[src/rtl/alu_cmd_sequencer.sv]
// Initiator for the 4-bit combinational ALU. It takes one command over valid/ready, holds the ALU inputs
// for SETTLE_CYCLES clocks, then captures ALUout and returns it over a valid/ready response.
module alu_cmd_sequencer #(
   parameter int DATA_W        = 4,
   parameter int RES_W         = 8,
   parameter int FUNC_W        = 3,
   parameter int SETTLE_CYCLES = 1
) (
   input  logic              clk,
   input  logic              reset,
   input  logic              cmd_valid,
   output logic              cmd_ready,
   input  logic [FUNC_W-1:0] cmd_func,
   input  logic [DATA_W-1:0] cmd_a,
   input  logic [DATA_W-1:0] cmd_b,
   input  logic              cmd_use_acc,
   output logic [DATA_W-1:0] alu_a,
   output logic [DATA_W-1:0] alu_b,
   output logic [FUNC_W-1:0] alu_func,
   input  logic [RES_W-1:0]  alu_result,
   output logic              rsp_valid,
   input  logic              rsp_ready,
   output logic [RES_W-1:0]  rsp_data,
   output logic              rsp_zero,
   output logic              rsp_err,
   output logic [RES_W-1:0]  acc,
   output logic              busy
);

   localparam int CNT_W = 4;
   localparam logic [CNT_W-1:0]  CNT_LAST  = CNT_W'(SETTLE_CYCLES - 1);
   localparam logic [FUNC_W-1:0] FUNC_BAD0 = FUNC_W'(6);
   localparam logic [FUNC_W-1:0] FUNC_BAD1 = FUNC_W'(7);

   generate
      if (RES_W != 2 * DATA_W) begin : g_bad_width
         $error("alu_cmd_sequencer: RES_W must equal 2*DATA_W");
      end
      if (SETTLE_CYCLES < 1 || SETTLE_CYCLES > 15) begin : g_bad_settle
         $error("alu_cmd_sequencer: SETTLE_CYCLES must be 1..15");
      end
   endgenerate

   typedef enum logic [1:0] {
      IDLE   = 2'd0,
      SETTLE = 2'd1,
      RESP   = 2'd2
   } state_t;

   state_t           state;
   state_t           state_nxt;
   logic [CNT_W-1:0] settle_cnt;
   logic             accept;
   logic             capture;
   logic             func_bad;

   assign accept   = (state == IDLE) && cmd_valid;
   assign capture  = (state == SETTLE) && (settle_cnt == CNT_LAST);
   assign func_bad = (alu_func == FUNC_BAD0) || (alu_func == FUNC_BAD1);

   always_ff @(posedge clk) begin
      if (reset) state <= IDLE;
      else       state <= state_nxt;
   end

   // NOTE: every always_comb output gets a default first, so no path can infer a latch.
   always_comb begin
      state_nxt = state;
      case (state)
         IDLE:    if (cmd_valid) state_nxt = SETTLE;
         SETTLE:  if (capture)   state_nxt = RESP;
         RESP:    if (rsp_ready) state_nxt = IDLE;
         default: state_nxt = IDLE;
      endcase
   end

   always_comb begin
      cmd_ready = (state == IDLE);
      rsp_valid = (state == RESP);
      busy      = (state != IDLE);
   end

   // ALU inputs and the response hold their values outside the transaction edges.
   always_ff @(posedge clk) begin
      if (reset) begin
         settle_cnt <= '0;
         alu_a      <= '0;
         alu_b      <= '0;
         alu_func   <= '0;
         rsp_data   <= '0;
         rsp_zero   <= 1'b0;
         rsp_err    <= 1'b0;
         acc        <= '0;
      end else begin
         if (accept) begin
            alu_a      <= cmd_a;
            alu_b      <= cmd_use_acc ? acc[DATA_W-1:0] : cmd_b;
            alu_func   <= cmd_func;
            settle_cnt <= '0;
         end else if (state == SETTLE) begin
            settle_cnt <= settle_cnt + 1'b1;
         end

         if (capture) begin
            if (func_bad) begin
               rsp_data <= '0;
               rsp_zero <= 1'b1;
               rsp_err  <= 1'b1;
            end else begin
               rsp_data <= alu_result;
               rsp_zero <= (alu_result == '0);
               rsp_err  <= 1'b0;
               acc      <= alu_result;
            end
         end
      end
   end

endmodule

[config.mk]
export PLATFORM = sky130hd
export DESIGN_NAME = alu_cmd_sequencer
export DESIGN_NICKNAME = d
export VERILOG_FILES = /design/src/rtl/alu_cmd_sequencer.sv
export SDC_FILE = /design/constraint.sdc
export NUM_CORES = 1
export LEC_CHECK = 0
export CORE_MARGIN = 10
export CORE_UTILIZATION = 43
export CTS_CLUSTER_SIZE = 8
export DETAILED_ROUTE_END_ITERATION = 10
export GPL_TIMING_DRIVEN = 0
export PLACE_DENSITY = 0.78
export SLEW_MARGIN = 20
export SYNTH_ARGS = -nofsm -noshare
export SYNTH_HDL_FRONTEND = slang
export SYNTH_SLANG_ARGS = --single-unit
[constraint.sdc]
create_clock -name clk -period 1.9 [get_ports clk]
set_clock_uncertainty 0.15 [all_clocks]
set_input_delay 0.57 -clock clk [delete_from_list [all_inputs] [get_ports clk]]
set_output_delay 0.57 -clock clk [all_outputs]
set_load 0.01 [all_outputs]
==> results.tsv <==
stage	metric	value	unit
critical_path	CP Buf/Inv Count	2	
placement	hpwl dp	3.16	mm
timing	Final Critical Period	1.83	ns
finish	most common cell after layout, fill and taps aside	dfxtp_1	
critical_path	Crit Path Class	reg2out	
synth	Netlist cell types	35	
global_routing	total grt overflow	0	
power	Final Power	1610	uW
timing	final hold viol count	0	
critical_path	Startpoint Class	flop	
timing	Least-Margin Pin Slew	0.562	ns
route	via/cell ratio	5.09	
flow_run	max cap viols	0	
power	Combinational Power Share	24.1	%
timing	f_max	547	MHz
synth	post-synthesis cell count	166	
finish	most frequent cells in the layout	dfxtp_1, dlygate4sd2_1, clkdlybuf4s50_1, nand2_1, o21ai_0	
global_routing	antenna violations before repair	0	
finish	Fill cells	330	
floorplanning	Core Rows	21	
power	Psw	486	uW
route	DR WL/cell	15.2	um
finish	layout cells sized above 1	12.7	%
critical_path	critical path arrival	1.11	ns
route	First DRT Iteration DRCs	95	
power	switching power share of the total	30.1	%
timing	worst setup margin	0.0729	ns
synth	mapped cell area	1480	um2
clock_tree	root buffer cell	clkbuf_4	
critical_path	CP endpoint kind	output port	
finish	fin cells	274	
synth	post-synthesis register bit count	35	
power	pwr dens	771	nW/um2
route	final wirelength	4.16	mm
finish	# diodes	0	
global_routing	largest net degree at the start of global routing	11	
route	Vias	1396	
global_routing	number of global-route vias before repair	1416	
critical_path	worst path cell trace	or2_4 > inv_2 > buf_6	
clock_tree	worst skew pair latency	0.34	ns
floorplanning	Starting Density	44.4	%
power	Int Pwr	1130	uW
timing	setup_tns	0	ns
critical_path	slowest stage delay, CP	0.38	ns
synth	largest area contributor in the netlist	dfxtp_1	
placement	PortBufs	53	
floorplanning	die area	6190	um2
synth	Seq/Total Area, Yosys	47.3	%
clock_tree	Max Root-Sink Buffers	2	
floorplanning	DIE HEIGHT	78.7	um
min_path	Worst Hold Class	reg2reg	
critical_path	Worst path slowest cell	dfxtp_2	
power	Seq pwr share	51.6	%
synth	Synthesized Nets	192	
finish	Final nets	253	
clock_tree	CTS tree	done	
global_routing	first-pass GRT wire length	6.76	mm
clock_tree	H-Tree Depth	2	
floorplanning	Core ar.	3340	um2
timing	Tcrit/Tclk final	96.2	%
floorplanning	I/O pin cnt	56	
clock_tree	CTS Hold Bufs	0	
floorplanning	Die X-Extent	78.7	um
timing	RSZ-0062 raised after global routing	false	
synth	Synth top area share	47.3	%
synth	number of synthesis warnings	0	
route	drt pass-1 iters	4	
route	post-route ant nets	0	
timing	final slew viol count	0	
clock_tree	clock slew at reported path FFs	0.10	ns
synth	top cells by area, synth	dfxtp_1, nand2b_1, o21ai_0	
placement	RePlAce Congestion	0.773	
route	DRC Markers	0	
synth	Avg Inst Size Synth	8.92	um2
run_status	status	complete, no violations	
finish	Area Growth Syn to Fin	41.2	%
placement	pre-CTS worst setup slack	-0.291	ns
timing	max_slew headroom	62.5	%
clock_tree	Clock Sinks	35	
finish	utilization after layout	62.7	%
clock_tree	CTS buffer count	5	
global_routing	gr usage total	13.5	%
critical_path	delay-heaviest family, CP	flip-flops	
critical_path	CP required	1.18	ns
timing	Setup-failing EPs final	0	
power	Pleak	0.000886	uW
power	VDD IR max	0.456	mV
critical_path	crit path max fanout	8	
power	share of total power in the clock network	24.3	%
placement	post-placement cell count	265	
## metal layers
metal  vias up  wire (um)  GRT usage [%]
met1       649       1860           15.8
li1        704          -              -
met5         -          0              0
met3         8        276           6.31
met2        35       1940           21.1
met4         0         77           4.84
## path summary, 6_finish.rpt
check	startpoint	to	slack, ns	depth (start not counted)
worst max register to register	settle_cnt[0]	acc[5]	0.18	5
worst min register to register	alu_a[1]	alu_a[1]	0.31	2
worst max-delay path	state[1]	cmd_ready	0.07	3
worst min-delay path	alu_a[1]	alu_a[1]	0.31	2
## tightest hold or removal path, cell delays in order (launching register included)
cell and delay (ns):
dfxtp_1 0.32, nand2_1 0.05, a21oi_1 0.05
## synthesized netlist by cell type, drive strengths merged
| library cell | number |
|---|---|
| clkbuf | 5 |
| nor2b | 2 |
| a22oi | 2 |
| nand3 | 3 |
| ha | 2 |
| nand2b | 15 |
| nor3b | 3 |
| o31ai | 2 |
| nor3 | 1 |
| a21oi | 14 |
| nand4 | 10 |
| and2b | 1 |
| or3b | 2 |
| inv | 4 |
| o21ai | 16 |
| a31oi | 1 |
| dfxtp | 35 |
| o21bai | 1 |
| nor4 | 2 |
| buf | 5 |
| and2 | 1 |
| nor2 | 7 |
| mux2i | 4 |
| or2 | 1 |
| a211oi | 6 |
| nand2 | 20 |
| or3 | 1 |
## layout make-up
| type | count | area, um2 | share of cell area, % |
|---|---|---|---|
| repair buffers | 55 | 507 | 24.2 |
| well taps | 46 | 57.6 | 2.75 |
| multi-input cells | 117 | 719 | 34.4 |
| clock buffers | 7 | 45.0 | 2.15 |
| flip-flops and latches | 35 | 706 | 33.7 |
| inverters | 4 | 15.0 | 0.718 |
| clock inverters | 1 | 5.00 | 0.239 |
| plain buffers | 9 | 37.5 | 1.79 |
## power groups by stage
stage	Combinational, uW	Clock (uW)	Sequential, uW
after global routing	429	425	842
after CTS	395	398	831
after floorplan	184	0	867
after global placement	417	0	846
final	389	391	833
after detailed placement	422	0	848
## timing repair
action / in CTS / in global routing
endpoints found under the setup margin: 32 / 1
setup buffers: 2 / 0
pin swaps: 1 / 1
gates resized for setup: 48 / 1
## kinds of logic after synthesis
kind of cell | count (synthesis) | share of synthesized area, %
DFF | 35 | 47.3
muxes | 4 | 2.70
buffers and inverters | 14 | 4.31
adders and majority gates | 2 | 1.69
and+or+nand+nor | 69 | 27.9
AOI/OAI and AO/OA | 42 | 16.1
## registers in the layout, indices dropped and copies added (netlist names)
register	count
rsp_data	8
rsp_zero	1
alu_func	3
alu_a	4
settle_cnt	4
acc	8
rsp_err	1
alu_b	4
state	2
## through the flow
| step | hold WS [ns] | area, um2 |
|---|---|---|
| after floorplan | 0.312 | 1480 |
| after global placement | 0.291 | 2070 |
| after detailed placement | 0.298 | 2070 |
| after CTS | 0.310 | 2100 |
| after global routing | 0.342 | 2090 |
| final | 0.305 | 2090 |
Power figures use the tool's default switching activity.
